--- config.mk ---
export PLATFORM = sky130hd
export DESIGN_NAME = alu_exec_stage
export DESIGN_NICKNAME = d
export VERILOG_FILES = /design/src/rtl/alu_exec_pkg.sv /design/src/rtl/alu_exec_shifter.sv /design/src/rtl/alu_exec_stage.sv
export SDC_FILE = /design/constraint.sdc
export NUM_CORES = 1
export LEC_CHECK = 0
export ABC_AREA = 1
export CORE_MARGIN = 5
export CORE_UTILIZATION = 25
export DETAILED_ROUTE_END_ITERATION = 16
export GPL_TIMING_DRIVEN = 0
export PLACE_DENSITY = 0.44
export SLEW_MARGIN = 20
export SYNTH_ARGS = -nofsm -noshare
export SYNTH_HDL_FRONTEND = slang
export SYNTH_SLANG_ARGS = --single-unit
--- constraint.sdc ---
create_clock -name clk -period 5.5 [get_ports clk]
set_input_delay 1.1 -clock clk [delete_from_list [all_inputs] [get_ports clk]]
set_output_delay 1.1 -clock clk [all_outputs]
set_load 0.02 [all_outputs]
--- src/rtl/alu_exec_pkg.sv ---
// Shared opcodes, EX-stage FSM state type and default widths for the ALU
// execute/write-back stage.
package alu_exec_pkg;

  localparam int DATA_W_DEF = 8;
  localparam int ADDR_W_DEF = 3;
  localparam int SHAMT_W    = 3;

  localparam logic [2:0] OP_ADD = 3'd0;
  localparam logic [2:0] OP_SUB = 3'd1;
  localparam logic [2:0] OP_AND = 3'd2;
  localparam logic [2:0] OP_OR  = 3'd3;
  localparam logic [2:0] OP_XOR = 3'd4;
  localparam logic [2:0] OP_SHL = 3'd5;
  localparam logic [2:0] OP_SHR = 3'd6;
  localparam logic [2:0] OP_MOV = 3'd7;

  typedef enum logic [1:0] {
    ST_IDLE  = 2'd0,
    ST_EXEC  = 2'd1,
    ST_SHIFT = 2'd2
  } ex_state_t;

  function automatic logic is_shift(input logic [2:0] op);
    return (op == OP_SHL) || (op == OP_SHR);
  endfunction

endpackage

--- src/rtl/alu_exec_shifter.sv ---
// Iterative logical shifter: loads an operand and amount, then moves one bit
// position per cycle until the amount counter reaches zero.
module alu_exec_shifter
  import alu_exec_pkg::*;
#(
  parameter int DATA_W = DATA_W_DEF
) (
  input  logic               clk,
  input  logic               rst,
  input  logic               load,
  input  logic               dir,
  input  logic [SHAMT_W-1:0] amount,
  input  logic [DATA_W-1:0]  din,
  output logic [DATA_W-1:0]  result,
  output logic               done
);

  logic [DATA_W-1:0]  acc;
  logic [SHAMT_W-1:0] cnt;
  logic               dir_q;

  // dir = 1 shifts right (logical), dir = 0 shifts left
  always_ff @(posedge clk) begin
    if (!rst) begin
      acc   <= '0;
      cnt   <= '0;
      dir_q <= 1'b0;
    end else if (load) begin
      acc   <= din;
      cnt   <= amount;
      dir_q <= dir;
    end else if (cnt != '0) begin
      acc <= dir_q ? (acc >> 1) : (acc << 1);
      cnt <= cnt - SHAMT_W'(1);
    end
  end

  assign result = acc;
  assign done   = (cnt == '0);

endmodule

--- src/rtl/alu_exec_stage.sv ---
// ALU execute/write-back stage in front of a register file: forwarding at
// issue, single-cycle ALU ops, iterative shifts that stall issue, WB register.
module alu_exec_stage
  import alu_exec_pkg::*;
#(
  parameter int DATA_W = DATA_W_DEF,
  parameter int ADDR_W = ADDR_W_DEF
) (
  input  logic              clk,
  input  logic              rst,
  input  logic              in_valid,
  output logic              in_ready,
  input  logic [2:0]        in_op,
  input  logic [ADDR_W-1:0] in_rd,
  input  logic [ADDR_W-1:0] in_rs1,
  input  logic [ADDR_W-1:0] in_rs2,
  output logic [ADDR_W-1:0] raddr1,
  output logic [ADDR_W-1:0] raddr2,
  input  logic [DATA_W-1:0] rdata1,
  input  logic [DATA_W-1:0] rdata2,
  output logic              we,
  output logic [ADDR_W-1:0] waddr,
  output logic [DATA_W-1:0] wdata,
  output logic              busy,
  output logic [15:0]       retired,
  output logic [1:0]        ex_state
);

  ex_state_t         state;
  logic [2:0]        ex_op;
  logic [ADDR_W-1:0] ex_rd;
  logic [DATA_W-1:0] ex_a, ex_b, ex_result;
  logic [DATA_W-1:0] op_a, op_b;
  logic [DATA_W-1:0] shift_result;
  logic              shift_done, ex_done, accept, shift_go, wb_valid;

  // Handshake: a transfer happens on a rising edge with in_valid && in_ready.
  // in_ready depends only on EX state (never on in_valid) and drops only
  // while a shift still has bits left to move.
  assign in_ready = !((state == ST_SHIFT) && !shift_done);
  assign accept   = in_valid && in_ready;
  assign ex_done  = (state == ST_EXEC) || ((state == ST_SHIFT) && shift_done);

  assign raddr1 = in_rs1;
  assign raddr2 = in_rs2;

  always_comb begin
    ex_result = ex_a;
    if (state == ST_SHIFT) begin
      ex_result = shift_result;
    end else begin
      case (ex_op)
        OP_ADD:  ex_result = ex_a + ex_b;
        OP_SUB:  ex_result = ex_a - ex_b;
        OP_AND:  ex_result = ex_a & ex_b;
        OP_OR:   ex_result = ex_a | ex_b;
        OP_XOR:  ex_result = ex_a ^ ex_b;
        default: ex_result = ex_a;  // MOV, and shifts by zero
      endcase
    end
  end

  // Youngest producer wins: completing EX result over WB data over the file.
  always_comb begin
    op_a = rdata1;
    op_b = rdata2;
    if (wb_valid && (waddr == in_rs1)) op_a = wdata;
    if (wb_valid && (waddr == in_rs2)) op_b = wdata;
    if (ex_done && (ex_rd == in_rs1))  op_a = ex_result;
    if (ex_done && (ex_rd == in_rs2))  op_b = ex_result;
  end

  assign shift_go = accept && is_shift(in_op) && (op_b[SHAMT_W-1:0] != '0);

  alu_exec_shifter #(.DATA_W(DATA_W)) u_shifter (
    .clk    (clk),
    .rst    (rst),
    .load   (shift_go),
    .dir    (in_op == OP_SHR),
    .amount (op_b[SHAMT_W-1:0]),
    .din    (op_a),
    .result (shift_result),
    .done   (shift_done)
  );

  always_ff @(posedge clk) begin
    if (!rst) begin
      state <= ST_IDLE;
      ex_op <= OP_ADD;
      ex_rd <= '0;
      ex_a  <= '0;
      ex_b  <= '0;
    end else if (accept) begin
      state <= shift_go ? ST_SHIFT : ST_EXEC;
      ex_op <= in_op;
      ex_rd <= in_rd;
      ex_a  <= op_a;
      ex_b  <= op_b;
    end else if (ex_done) begin
      state <= ST_IDLE;
    end
  end

  always_ff @(posedge clk) begin
    if (!rst) begin
      wb_valid <= 1'b0;
      waddr    <= '0;
      wdata    <= '0;
      retired  <= '0;
    end else begin
      wb_valid <= ex_done;
      if (ex_done) begin
        waddr <= ex_rd;
        wdata <= ex_result;
      end
      if (wb_valid) retired <= retired + 16'd1;
    end
  end

  // The file writes on the same edge that samples reset, so a WB entry caught
  // by reset must already be masked here to be dropped.
  assign we       = wb_valid && rst;
  assign busy     = (state != ST_IDLE) || wb_valid;
  assign ex_state = state;

endmodule

==> impl_metrics.json <==
{
  "run_status": "finished, final reports clean",
  "cts_tree": "done",
  "min_path_type": "register to register",
  "diodes": 0,
  "nets": 838,
  "period_needed_ps": 4120,
  "gp_congestion": 0.822,
  "synth.most_common_cell": "nand2_1",
  "coreArea_sq_um": 18000,
  "avgViaCountPerCell": 4.43,
  "yosysSeqAreaShare": 0.279,
  "power.density_nw_per_um2": 312,
  "ctsHoldBuffers": 0,
  "cts.sinks": 64,
  "htree_num_levels": 3,
  "synthDistinctLibCells": 42,
  "async_flop_share": 0,
  "relSlewSlack": 0.528,
  "cap_violations": 0,
  "regToRegSetupSlack_ps": 2440,
  "hold_viol": 0,
  "area_growth_pct": 27.9,
  "reg2reg_from": "ex_b[0]$_SDFFE_PN0P_",
  "grt_max_degree": 11,
  "yosysTopAreaCell": "dfxtp_1",
  "synthCells": 700,
  "start_util": 0.255,
  "rows": 49,
  "synth_edf_count": 0,
  "clk-insertion-delay-late_ps": 330,
  "cts_inserted_buffers": 9,
  "track_usage": 0.145,
  "die_h_um": 146,
  "synth_fp_nets": 759,
  "synth_area_sq_um": 4590,
  "tightestPinTransition_ps": 708,
  "endpoint": "we",
  "grt_setup_unrepaired": "false",
  "critPathKind": "input pin to output port",
  "grt-ovfl-total": 0,
  "critPathArrivalTime_ps": 3020,
  "io_buffers": 68,
  "ctsResizeCount": 0,
  "synthTopCellsByArea": "dfxtp_1 (28%), nand2_1 (14%), nand3_1 (7.6%)",
  "path_clk_slew_ps": 50,
  "ios": 69,
  "reg2reg_to": "u_shifter.result[7]$_SDFFE_PN0P_",
  "antenna_found_initial": 0,
  "grt_pass1_vias": 4622,
  "setup_slack_ps": 1380,
  "timing.critical_path.to_type": "output port",
  "dr.pass1.iters": 5,
  "finalCritPeriodShare": 0.749,
  "drive_gt1_frac": 0.0906,
  "drtIter0Drc": 235,
  "finalSetupViolCount": 0,
  "yosys_warnings": 0,
  "die_x_um": 146,
  "routed_wirelength_um": 15200,
  "clock_path_buffers": 2,
  "ys_ff_latch": 64,
  "syn_area_per_cell_sq_um": 6.56,
  "peakVddDrop_uv": 134,
  "synth_common_cells": "nand2_1 (174), inv_1 (87), nand3_1 (70), dfxtp_1 (64), o21ai_0 (50)",
  "dieArea_sq_um": 21200,
  "startpoint_type": "input pin",
  "max_freq_mhz": 243,
  "routedWlPerCell_um": 15.0,
  "vias": 4491,
  "required_ps": 4400,
  "clock_skew_ps": 10.8,
  "leakage_nw": 2.64,
  "fin_tns_setup_ps": 0,
  "slew_viol_final": 0,
  "worst-path-max-fanout": 10,
  "dp.final_hpwl_um": 12100,
  "antenna_left": 0,
  "synth_ff_type": "dfxtp_1",
  "synth_top_area_frac": 0.279,
  "drc": 0,
  "startpoint": "rst",
  "post_cts.repair.setup_buffers": 0,
  "grt_pass1_wl_um": 24900,
  "r2r_cells": 21,
  "n_fill_cell": 2028,
  "dp_slack_ps": 1330,
  "cts_root_buf": "clkbuf_16"
}
final cells by class:
class | instances | area [sq um] | area share
tap | 229 | 287 | 0.0488
clock buffer | 13 | 250 | 0.0426
clock inverter | 3 | 65.1 | 0.0111
buffer | 28 | 176 | 0.0300
sequential | 64 | 1280 | 0.218
multi-input combinational | 511 | 2770 | 0.471
inverter | 97 | 364 | 0.0620
timing repair buffer | 68 | 681 | 0.116
power by group:
group,switching [W],internal (W),leakage (nW)
clock,0.000207,0.000409,0.154
sequential,0.0000527,0.000515,0.525
combinational,0.000409,0.000242,1.96
kinds of logic (layout without fill, tap and decap cells):
logic type                 count (synthesis)  in the layout  synth area share
and+or+nand+nor                          332            332             0.326
AOI/OAI and AO/OA                        134            134             0.166
buffers and inverters                    125            209             0.118
DFF                                       64             64             0.279
adders and majority gates                 28             28            0.0779
xor gates and xnor gates                  16             16            0.0305
muxes                                      1              1           0.00218
worst max-delay path, cell delays in order:
cell             delay [ps]
clkdlybuf4s50_1         590
clkbuf_1                550
nand2_1                 110
inv_1                    70
clkdlybuf4s50_1         600
metal layers:
layer | track usage | share of wire | up-vias
met3 | 0.0361 | 0.050 | 10
met4 | 0.0345 | 0.011 | 0
met1 | 0.191 | 0.48 | 1986
met5 | 0 | 0 | -
met2 | 0.238 | 0.45 | 70
li1 | - | - | 2425
metrics by stage:
step | hold slack [ps] | total power, W | instances | area (sq um) | util
6_report | 490 | 0.00184 | 1013 | 5870 | 0.326
5_1_grt | 524 | 0.00198 | 1013 | 5870 | 0.326
4_1_cts | 493 | 0.00186 | 1013 | 5870 | 0.326
3_5_place_dp | 486 | 0.00123 | 997 | 5560 | 0.308
3_3_place_gp | 474 | 0.00124 | 997 | 5560 | 0.308
2_1_floorplan | 462 | 0.00102 | 700 | 4590 | -
cells in the final DEF, fill, tap and decap left out, drive strengths merged:
cell type and count:
bufinv 2, nand2 185, o211ai 14, xor2 15, buf 18, clkinv 3
o21ai 58, nor2 47, and2 2, nand3b 2, a211oi 1, clkbuf 23
and3 2, fa 1, or2 2, ha 27, a21boi 2, nand4 3
o21bai 3, o31ai 1, mux2i 1, dfxtp 64, a21oi 54, nand3 77
o21a 1, inv 95, nor3 11, xnor2 1, clkdlybuf4s50 68, nor3b 1
how the worst min path moves through the flow:
stage,cells past startpoint,endpoint,startpoint,slack [ps]
after global placement,2,ex_b[6]$_SDFFE_PN0P_,ex_b[6]$_SDFFE_PN0P_,470
after detailed placement,2,ex_b[6]$_SDFFE_PN0P_,ex_b[6]$_SDFFE_PN0P_,490
final,2,ex_b[6]$_SDFFE_PN0P_,ex_b[6]$_SDFFE_PN0P_,490
after floorplan,2,ex_b[6]$_SDFFE_PN0P_,ex_b[6]$_SDFFE_PN0P_,460
after global routing,2,ex_b[6]$_SDFFE_PN0P_,ex_b[6]$_SDFFE_PN0P_,520
after CTS,2,ex_b[6]$_SDFFE_PN0P_,ex_b[6]$_SDFFE_PN0P_,490
registers in the layout (all words and copies together), names as in the netlist:
signal / count
retired: 16
ex_a: 8
ex_b: 8
u_shifter.result: 8
wdata: 8
ex_op: 3
ex_rd: 3
u_shifter.cnt: 3
waddr: 3
ex_state: 2
u_shifter.dir_q: 1
wb_valid: 1
No activity file was read; power rests on OpenSTA's default activity.
